`config.mk`:
```
export PLATFORM = sky130hd
export DESIGN_NAME = bsg_bp_mem_channel_splitter
export DESIGN_NICKNAME = d
export VERILOG_FILES = /design/src/rtl/bsg_bp_mem_channel_splitter.sv
export SDC_FILE = /design/constraint.sdc
export NUM_CORES = 1
export LEC_CHECK = 0
export CAP_MARGIN = 20
export CORE_AREA = 10 10 318 320
export DETAILED_ROUTE_END_ITERATION = 7
export DIE_AREA = 0 0 328 330
export HOLD_SLACK_MARGIN = 0.03
export PLACE_DENSITY = 0.3
export SLEW_MARGIN = 40
export SYNTH_ARGS = -nofsm -noshare
export SYNTH_HDL_FRONTEND = slang
export SYNTH_SLANG_ARGS = --single-unit
```
`constraint.sdc`:
```
create_clock -name clk_i -period 7.15 [get_ports clk_i]
set_input_delay 0.715 -clock clk_i [delete_from_list [all_inputs] [get_ports clk_i]]
set_output_delay 0.715 -clock clk_i [all_outputs]
set_load 0.005 [all_outputs]
```
`src/rtl/bsg_bp_mem_channel_splitter.sv`:
```
// bsg_bp_mem_channel_splitter: steers BedRock mem commands to one of
// num_channels_p channels by address interleave, returns responses in order.
//
// Ports:
//   clk_i, reset_i              clock, async active-high reset
//   cmd_i/cmd_addr_i/cmd_v_i    upstream command, steering address, valid
//   cmd_ready_and_o             upstream command ready
//   resp_o/resp_v_o             upstream response, valid
//   resp_ready_and_i            upstream response ready
//   ch_cmd_o/ch_cmd_v_o         per-channel command (cmd_i copy), valid
//   ch_cmd_ready_and_i          per-channel command ready
//   ch_resp_i/ch_resp_v_i       per-channel response, valid
//   ch_resp_ready_and_o         per-channel response ready
//   outstanding_o, idle_o       tracker occupancy, occupancy == 0
module bsg_bp_mem_channel_splitter
  #(parameter int num_channels_p = 2
   ,parameter int msg_width_p = 128
   ,parameter int addr_width_p = 40
   ,parameter int sel_lsb_p = 6
   ,parameter int max_outstanding_p = 8
   ,localparam int lg_ch_lp =
      (num_channels_p > 1) ? $clog2(num_channels_p) : 1
   ,localparam int cnt_w_lp = $clog2(max_outstanding_p + 1)
   ,localparam int ch_msg_w_lp = num_channels_p * msg_width_p
   )
  (input  logic                      clk_i
  ,input  logic                      reset_i

  ,input  logic [msg_width_p-1:0]    cmd_i
  ,input  logic [addr_width_p-1:0]   cmd_addr_i
  ,input  logic                      cmd_v_i
  ,output logic                      cmd_ready_and_o

  ,output logic [msg_width_p-1:0]    resp_o
  ,output logic                      resp_v_o
  ,input  logic                      resp_ready_and_i

  ,output logic [ch_msg_w_lp-1:0]    ch_cmd_o
  ,output logic [num_channels_p-1:0] ch_cmd_v_o
  ,input  logic [num_channels_p-1:0] ch_cmd_ready_and_i

  ,input  logic [ch_msg_w_lp-1:0]    ch_resp_i
  ,input  logic [num_channels_p-1:0] ch_resp_v_i
  ,output logic [num_channels_p-1:0] ch_resp_ready_and_o

  ,output logic [cnt_w_lp-1:0]       outstanding_o
  ,output logic                      idle_o
  );

  localparam int ptr_w_lp =
    (max_outstanding_p > 1) ? $clog2(max_outstanding_p) : 1;

  localparam logic [cnt_w_lp-1:0] max_cnt_lp =
    cnt_w_lp'(max_outstanding_p);
  localparam logic [ptr_w_lp-1:0] last_ptr_lp =
    ptr_w_lp'(max_outstanding_p - 1);

  logic [lg_ch_lp-1:0] sel;
  logic [lg_ch_lp-1:0] head;
  logic [lg_ch_lp-1:0] trk_mem [max_outstanding_p];
  logic [ptr_w_lp-1:0] rd_ptr;
  logic [ptr_w_lp-1:0] wr_ptr;
  logic [cnt_w_lp-1:0] count;
  logic full;
  logic empty;
  logic push;
  logic pop;

  // Only the select field steers; the rest of the address is unused here.
  logic unused_addr;
  assign unused_addr = ^cmd_addr_i;

  if (num_channels_p > 1) begin : g_sel
    assign sel = cmd_addr_i[sel_lsb_p +: lg_ch_lp];
  end else begin : g_sel_one
    assign sel = '0;
  end

  function automatic logic [ptr_w_lp-1:0] wrap_inc
    (input logic [ptr_w_lp-1:0] p);
    return (p == last_ptr_lp) ? '0 : p + ptr_w_lp'(1);
  endfunction

  assign full  = (count == max_cnt_lp);
  assign empty = (count == '0);
  assign head  = trk_mem[rd_ptr];

  assign ch_cmd_o = {num_channels_p{cmd_i}};

  // Reset gates the command side directly; the response side is
  // already quiet because count clears asynchronously.
  assign cmd_ready_and_o =
    ch_cmd_ready_and_i[sel] & ~full & ~reset_i;

  assign resp_v_o = ~empty & ch_resp_v_i[head];
  assign resp_o   = ch_resp_i[head*msg_width_p +: msg_width_p];

  always_comb begin
    ch_cmd_v_o = '0;
    ch_resp_ready_and_o = '0;
    ch_cmd_v_o[sel] = cmd_v_i & ~full & ~reset_i;
    ch_resp_ready_and_o[head] = ~empty & resp_ready_and_i;
  end

  assign push = cmd_v_i & cmd_ready_and_o;
  assign pop  = resp_v_o & resp_ready_and_i;

  always_ff @(posedge clk_i) begin
    if (push) begin
      trk_mem[wr_ptr] <= sel;
    end
  end

  always_ff @(posedge clk_i or posedge reset_i) begin
    if (reset_i) begin
      rd_ptr <= '0;
      wr_ptr <= '0;
      count  <= '0;
    end else begin
      if (push) begin
        wr_ptr <= wrap_inc(wr_ptr);
      end
      if (pop) begin
        rd_ptr <= wrap_inc(rd_ptr);
      end
      unique case ({push, pop})
        2'b10:   count <= count + cnt_w_lp'(1);
        2'b01:   count <= count - cnt_w_lp'(1);
        default: count <= count;
      endcase
    end
  end

  assign outstanding_o = count;
  assign idle_o        = empty;

endmodule

```
==> impl_metrics.yaml, run 1 <==
cts:
  cts_tree: "done"
  postCtsSetupBuffers: 0
  clock_insertion_delay_worst_skew_ns: 0.24
  cts_num_sinks: 18
  cts.reportedPaths.clkPinSlew_ns: 0.05
  cts.root.buffer_cell: "clkbuf_16"
  cts_made_buffers: 3
  hold_fix_buffers_cts: 0
  clk_path_buf_depth: 2
  cts_resized: 0
  htree_levels: 1
worst_setup_path:
  ff2ff_path_depth: 12
  timing.critical_path.to_type: "primary output"
  type_of_the_worst_setup_path: "flip-flop to primary output"
  worstPathMaxFanout: 88
  critPathSlowestCell: "buf_4"
  required_time_reported_for_the_critical_path_endpoint_ns: 6.43
  crit_chain: "mux4_2 -> mux2i_4 -> buf_12 -> buf_4 -> mux2_2 -> clkdlybuf4s50_1"
  worst-endpoint-arrival_ns: 3.52
  critPathMaxStageDelay_ns: 0.59
  setup.worst_path.start_class: "flip-flop"
grt:
  grt_pass1_wl_microns: 33860
  grt_usage: 0.04285
  maximum_number_of_pins_on_one_net_before_global_route_repair: 89
  number_of_antenna_violations_at_the_first_check_in_global_routing: 2
  overflow: 0
  grt_pass1_vias: 4217
timing:
  final_max_slew_viol_count: 0
  final_min_period_over_clock_period: 0.5926
  layout_min_cycle_time_ns: 4.237
  grt_setup_unrepaired: "no"
  fin_skew_ns: 0.0009792
  setup-tns-final_ns: 0
  relSlewSlack: 0.5810
  tightestPinTransition_ns: 0.6285
  report.final.hold_viol_count: 0
  finalSetupViolations: 0
  postLayoutSetupSlackWorst_ns: 2.913
  final.hold.worst_slack_ns: 0.5966
  maxClockFrequency_mhz: 236.0
yosys:
  ys_dominant_reg_cell: "dfrtp_1"
  netlist_top_cells_area: "buf_4, mux2_2, dfrtp_1"
  synth-seq-area-share: 0.1107
  yosys.area.top_type: "buf_4"
  post_synth.cell_area_avg_sq_um: 9.249
  mappedNetlistArea_sq_um: 4430
  number_of_enable_flip_flop_cells_after_synthesis: 8
  yosys.cell_count.top_type: "buf_4"
  synth_warnings: 0
  yosys-top-cells-count: "buf_4, mux2_2, nor2_1, mux2_1, dfrtp_1"
  async_reset_ff_frac: 0.5556
  ys_seq_elements: 18
  synth_top_cell_area_share: 0.4507
  post_syn_nets: 919
  synth_cell_types: 27
  postSynthCellCount: 479
layout:
  post_route_cells_drive_above_1_share: 0.2149
  layout-area-overhead-vs-synth_pct: 84.38
  nFillCells: 10942
  seq_area_sq_um: 490.5
  num-nets-final: 1060
  antenna_cells_inserted: 0
  postLayoutCellArea_sq_um: 8169
  multiInputGateArea_sq_um: 1912
drt:
  final_antenna_net_count: 0
  drt-vias-per-instance: 1.975
  wl_per_cell_microns: 13.89
  drt_iter0_markers: 61
  drcViolationCount: 0
  drt_wl_total_microns: 26170
  drt_pass1_iterations: 4
  vias: 3721
place:
  io_buffers: 403
  gp_congestion: 0.7187
  dp_worst_setup_slack_ns: 3.086
  post_dp_cell_area_sq_um: 8080
  hpwlAfterDp_microns: 23320
hold_path:
  hold_depth: 1
  hold_path.class: "flip-flop to flip-flop"
floorplan:
  chipWidth_microns: 328
  die_h_microns: 330
  placeable_core_area_sq_um: 94590
  initial_core_util: 0.04684
  io_pins: 827
  row_count: 113
  die_area_sq_um: 108200
power_and_ir_drop:
  total_power_uw: 2160
  power_per_cell_area_nw_per_um2: 264.4
  cellLeakagePower_uw: 0.002561
  irDropWorstVdd_v: 0.0002419
run_status:
  outcome: "complete, no violations"
job:
  cap_violations: 0
==> routing by layer <==
layer | global-route usage | wire [microns]
met3 | 0.04706 | 6244
met4 | 0.005338 | 159
met5 | 0 | 19
met1 | 0.03996 | 8416
met2 | 0.06490 | 11330
==> final cells by class <==
| cell class | instances | share of cell area |
|---|---|---|
| Inverter | 7 | 0.003216 |
| Timing Repair Buffer | 406 | 0.4981 |
| Clock buffer | 4 | 0.01087 |
| Multi-Input combinational cell | 184 | 0.2340 |
| Tap cell | 1265 | 0.1938 |
| Sequential cell | 18 | 0.06004 |
==> through the flow <==
stage	cells	utilization
4_1_cts	1884	0.08637
3_5_place_dp	1880	0.08543
6_report	1884	0.08637
2_1_floorplan	479	-
3_3_place_gp	1880	0.08543
5_1_grt	1884	0.08637
==> where the power goes <==
group	internal [uW]	switching, uW	total, uW
Combinational	1150	694	1840
Sequential	140	55.2	195
Clock	85.0	35.7	121
==> worst max-delay path: cells and delay by family (launching register included) <==
kind	cells	cell delay, ns
flip-flops	1	0.45
buffers and inverters	3	1.49
multiplexers	3	1.20
==> sequential cells by signal, summed over array words and instances (netlist names) <==
signal,count
trk_mem,8
outstanding_o,4
rd_ptr,3
wr_ptr,3
==> cells by family after synthesis <==
family / share of synthesized area
AOI/OAI and AO/OA: 0.007624
xor gates and xnor gates: 0.007909
adders and majority gates: 0.02429
buffers and inverters: 0.4612
DFF: 0.1107
muxes: 0.3606
and+or+nand+nor: 0.02768
==> final timing paths <==
path	from	to	slack (ns)
max reg2reg	rd_ptr[0]	outstanding_o[3]	3.44
min	rd_ptr[1]	rd_ptr[1]	0.60
max	rd_ptr[0]	resp_o[23]	2.91
max in group asynchronous	reset_i	rd_ptr[2]	6.02
min in group asynchronous	reset_i	wr_ptr[0]	0.83
min reg2reg	rd_ptr[1]	rd_ptr[1]	0.60
==> cell usage in the layout, fill, tap and decap left out <==
cell type / n
mux2i_4: 1
mux4_2: 2
clkbuf_8: 1
inv_1: 7
clkbuf_16: 3
ha_1: 7
xnor2_1: 2
dfrtp_1: 10
nor2_1: 14
a211oi_1: 1
nor2_2: 1
nand2b_1: 3
fa_1: 1
xor2_1: 2
a21o_1: 1
mux2_1: 13
nor4_2: 1
nand2_1: 3
clkdlybuf4s50_1: 403
mux2i_1: 3
or3_1: 1
o21ai_0: 1
a21oi_1: 1
nor2b_1: 1
edfxtp_1: 8
a211o_1: 1
nor3_1: 3
buf_12: 1
mux2_2: 121
buf_4: 2
(Power assumes the default switching activity.)
==> inputs of run 2 (changes only) <==
Settings changed: CORE_AREA 10 10 318 320 to 10 10 313 315, DIE_AREA 0 0 328 330 to 0 0 323 325.
Clock period 7.15 ns to 3.8 ns, I/O delays scaled along.
==> impl_metrics.yaml, run 2 (synthesis gave the netlist of run 1 again) <==
worst_setup_path:
  timing.critical_path.buf_inv: 2
  worstSetupEndpoint: "resp_o[81]"
  worst-r2r-setup-slack_ns: 0.69
  crit_chain: "mux4_2 -> mux2i_4 -> buf_12 -> mux2_2 -> clkdlybuf4s50_1"
  setup.worst_path.start_class: "flip-flop"
  crit-reg2reg-capture: "outstanding_o[3]"
  critPathMaxStageDelay_ns: 0.57
  timing.critical_path.from: "rd_ptr[0]"
  cpLargestDelayFamily: "multiplexers"
  worst-endpoint-arrival_ns: 3.13
  crit-reg2reg-launch: "rd_ptr[0]"
  worstPathMaxFanout: 94
  critPathSlowestCell: "mux4_2"
  timing.critical_path.to_type: "primary output"
  ff2ff_path_depth: 11
  required_time_reported_for_the_critical_path_endpoint_ns: 3.42
  type_of_the_worst_setup_path: "flip-flop to primary output"
  worst-path-stages: 5
floorplan:
  row_count: 111
  initial_core_util: 0.04848
  die_area_sq_um: 105000
  placeable_core_area_sq_um: 91390
  die_h_microns: 325
  chipWidth_microns: 323
  io_pins: 827
cts:
  cts_num_sinks: 18
  cts.reportedPaths.clkPinSlew_ns: 0.05
  cts_tree: "done"
  clock_insertion_delay_worst_skew_ns: 0.25
  clk_path_buf_depth: 2
  htree_levels: 1
  cts_resized: 0
  cts.root.buffer_cell: "clkbuf_16"
  postCtsSetupBuffers: 0
  cts_made_buffers: 3
  hold_fix_buffers_cts: 0
drt:
  drt_iter0_markers: 117
  drcViolationCount: 0
  wl_per_cell_microns: 13.74
  drt_wl_total_microns: 24820
  final_antenna_net_count: 0
  drt_pass1_iterations: 4
  vias: 3713
  drt-vias-per-instance: 2.056
timing:
  finalSetupViolations: 0
  grt_setup_unrepaired: "no"
  relSlewSlack: 0.5338
  layout_min_cycle_time_ns: 3.509
  fin_skew_ns: 0.003244
  final_max_slew_viol_count: 0
  setup-tns-final_ns: 0
  maxClockFrequency_mhz: 285.0
  tightestPinTransition_ns: 0.6994
  report.final.hold_viol_count: 0
  final_min_period_over_clock_period: 0.9235
hold_path:
  hold_path.class: "input pin to asynchronous set/reset pin"
layout:
  nFillCells: 10571
  multiInputGateArea_sq_um: 1906
  layout.cells.non_filler: 1806
  seq_area_sq_um: 490.5
  post_route_cells_drive_above_1_share: 0.2165
  layout_common_cells: "clkdlybuf4s50_1, mux2_2, nor2_1"
  layout-area-overhead-vs-synth_pct: 81.95
  largest_reg_flops: 8
  largest_reg_by_ff_count: "trk_mem"
  mostFrequentLayoutCell: "clkdlybuf4s50_1"
  num-nets-final: 1060
power_and_ir_drop:
  irDropWorstVdd_v: 0.0003703
  power_per_cell_area_nw_per_um2: 494.0
  cellLeakagePower_uw: 0.002562
place:
  gp_congestion: 0.8049
  hpwlAfterDp_microns: 22490
  dp.cells: 1801
  io_buffers: 403
grt:
  grt_usage: 0.04216
  overflow: 0
  grt_pass1_vias: 4274
  number_of_antenna_violations_at_the_first_check_in_global_routing: 1
  grt_pass1_wl_microns: 32360
  maximum_number_of_pins_on_one_net_before_global_route_repair: 95
run_status:
  outcome: "complete, no violations"
job:
  cap_violations: 0
run 2: changes by cell type in the layout (fill, tap and decap cells not counted):
cell             previous run  this run
buf_4                       2         4
clkdlybuf4s50_1           403       401
diode_2                     0         1
nor4_1                      0         1
nor4_2                      1         0
run 2: cell type report:
type / instances / area share
inverters: 7 / 0.003259
diodes: 1 / 0.0003104
multi-input cells: 184 / 0.2364
repair buffers: 406 / 0.5041
clock buffers: 4 / 0.01102
well taps: 1186 / 0.1841
flip-flops and latches: 18 / 0.06084
run 2: report_power, final:
part,switching [uW],leakage [uW],internal (uW)
clock,67.5,0.0000442,160
combinational,1230,0.00233,2160
sequential,98.4,0.000191,264
run 2: layer usage:
metal  global-route usage  wire length [microns]  up-vias
met1              0.03901                   8088     1569
li1                     -                      -     1620
met4             0.006900                    298        2
met3              0.03504                   5084       17
met5             0.008034                    122        -
met2              0.07092                  11230      505
run 2: worst min path at each step:
stage,startpoint,to,slack (ns)
after floorplan,reset_i,outstanding_o[0],0.22
after global placement,wr_ptr[0],wr_ptr[0],0.58
after detailed placement,wr_ptr[0],wr_ptr[0],0.58
after CTS,reset_i,outstanding_o[3],0.60
after global routing,reset_i,wr_ptr[0],0.62
final,reset_i,outstanding_o[2],0.56
run 2: stage by stage:
stage	instance area [sq um]	total power [uW]	hold WS [ns]	setup WS [ns]	utilization
after floorplan	4431	2152	0.2202	1.035	-
after global placement	7970	3893	0.5776	0.5679	0.08721
after detailed placement	7970	3844	0.5826	0.5463	0.08721
after CTS	8059	4096	0.5972	0.2673	0.08819
after global routing	8059	4290	0.6159	0.1674	0.08819
final	8061	3982	0.5611	0.2909	0.08821
run 2: worst reg2reg max path, stage by stage (launching register included):
cell     delay, ns
dfrtp_1       0.47
mux4_2        0.57
mux2i_4       0.27
mux2i_1       0.30
nor2_2        0.12
ha_1          0.24
ha_1          0.29
a21o_1        0.17
a21oi_1       0.19
xnor2_1       0.14
nor2_1        0.07
xor2_1        0.14
==> inputs of run 3 (changes only) <==
==> constraint.sdc (replaced) <==
create_clock -name clk_i -period 3.8 [get_ports clk_i]
set_input_delay 0.38 -clock clk_i [delete_from_list [all_inputs] [get_ports clk_i]]
set_output_delay 0.38 -clock clk_i [all_outputs]
set_load 0.02 [all_outputs]
==> impl_metrics.yaml, run 3 (synthesis gave the netlist of run 1 again) <==
drt:
  drcViolationCount: 0
  vias: 3745
  drt_iter0_markers: 60
  drt_pass1_iterations: 4
  drt-vias-per-instance: 2.069
  wl_per_cell_microns: 13.71
  drt_wl_total_microns: 24820
  final_antenna_net_count: 0
worst_setup_path:
  setup.worst_path.start_class: "flip-flop"
  worstPathMaxFanout: 32
  required_time_reported_for_the_critical_path_endpoint_ns: 3.42
  timing.critical_path.to_type: "primary output"
  worst-endpoint-arrival_ns: 3.15
  type_of_the_worst_setup_path: "flip-flop to primary output"
timing:
  grt_setup_unrepaired: "no"
  final_max_slew_viol_count: 0
  finalSetupViolations: 0
  fin_skew_ns: 0.002579
  tightestPinTransition_ns: 0.5146
  final_min_period_over_clock_period: 0.9296
  layout_min_cycle_time_ns: 3.532
  relSlewSlack: 0.6538
  setup-tns-final_ns: 0
  report.final.hold_viol_count: 0
  maxClockFrequency_mhz: 283.1
layout:
  utilization: 0.08868
  nFillCells: 10593
  layout.cells.non_filler: 1810
  num-nets-final: 1064
  largest_reg_flops: 8
  layout-area-overhead-vs-synth_pct: 82.91
  post_route_cells_drive_above_1_share: 0.2215
  mostFrequentLayoutCell: "clkdlybuf4s50_1"
  layout_common_cells: "clkdlybuf4s50_1, mux2_2, nor2_1"
  largest_reg_by_ff_count: "trk_mem"
grt:
  grt_util_met2: 0.06991
  groute.layer.met3.usage: 0.03374
  most_crowded_layer_after_global_routing: "met2"
  overflow: 0
  number_of_antenna_violations_at_the_first_check_in_global_routing: 1
  grt_pass1_vias: 4289
  grt_usage: 0.04216
  grt_use_met1: 0.03931
  grt_pass1_wl_microns: 32170
  maximum_number_of_pins_on_one_net_before_global_route_repair: 38
cts:
  hold_fix_buffers_cts: 0
  clk_path_buf_depth: 2
  cts.root.buffer_cell: "clkbuf_16"
  cts_num_sinks: 18
  htree_levels: 1
  cts_tree: "done"
  clock_insertion_delay_worst_skew_ns: 0.25
  cts.reportedPaths.clkPinSlew_ns: 0.05
  cts_resized: 0
  postCtsSetupBuffers: 0
  cts_made_buffers: 3
floorplan:
  die_h_microns: 325
  placeable_core_area_sq_um: 91390
  initial_core_util: 0.04848
  chipWidth_microns: 323
  io_pins: 827
  die_area_sq_um: 105000
  row_count: 111
power_and_ir_drop:
  cellLeakagePower_uw: 0.002586
  switchingPower_uw: 2148
  comb_power_share: 0.877
  power_per_cell_area_nw_per_um2: 590.2
  sw_frac_of_total: 0.4490
  sequentialPowerShare: 0.076
  irDropWorstVdd_v: 0.0002501
  cellInternalPower_uw: 2636
  share_clk_of_total_power: 0.047
job:
  cap_violations: 0
place:
  gp_congestion: 0.7902
  dp.cells: 1805
  hpwlAfterDp_microns: 22730
  io_buffers: 403
run_status:
  outcome: "complete, no violations"
hold_path:
  hold_path.class: "input pin to asynchronous set/reset pin"
[run 3: cell count changes in the layout (fill, tap and decap cells not counted), sizes merged]
cell / previous run / this run
buf: 5 / 9
[run 3: layer usage]
metal  vias to the layer above  wire length, microns
met5                         -                   122
met4                         2                   544
met3                        25                  4813
met2                       495                 11040
met1                      1593                  8304
li1                       1630                     -
[run 3: per-stage QoR]
stage	worst slack [ns]	cell area, sq um	total power (uW)	hold slack (ns)
after floorplan	0.8804	4431	3091	0.2202
after global placement	0.4158	8013	4706	0.5905
after detailed placement	0.3995	8013	4662	0.5827
after CTS	0.1293	8102	4910	0.5952
after global routing	0.02430	8102	5103	0.6285
final	0.2676	8104	4783	0.5748
[run 3: power by group through the flow]
stage	Sequential (uW)	Combinational (uW)	Clock [uW]
after floorplan	357	2730	0
after global placement	367	4340	0
after detailed placement	369	4290	0
after CTS	367	4310	235
after global routing	379	4480	243
final	361	4200	227
[run 3: final timing paths]
path / startpoint / endpoint / slack (ns) / depth (start not counted)
max reg2reg: rd_ptr[0] / outstanding_o[3] / 0.70 / 11
max in group asynchronous: reset_i / outstanding_o[2] / 2.95 / 2
max: rd_ptr[0] / resp_o[97] / 0.27 / 6
min in group clk_i: wr_ptr[0] / wr_ptr[0] / 0.59 / 1
min reg2reg: wr_ptr[0] / wr_ptr[0] / 0.59 / 1
min: reset_i / wr_ptr[0] / 0.57 / 2
[run 3: cell type report]
class	count	area (sq um)	share of cell area
antenna	1	2.502	0.0003088
clock buffer	4	88.84	0.01096
inverter	7	26.28	0.003242
multi-input combinational	184	1906	0.2351
sequential	18	490.5	0.06052
tap	1186	1484	0.1831
timing repair buffer	410	4106	0.5067
[run 3: critical path, stage by stage, from the launching register on]
cell and delay, ns:
dfrtp_1 0.46, mux4_2 0.56, mux2i_4 0.25, buf_4 0.24, buf_4 0.39, mux2_2 0.38
clkdlybuf4s50_1 0.57
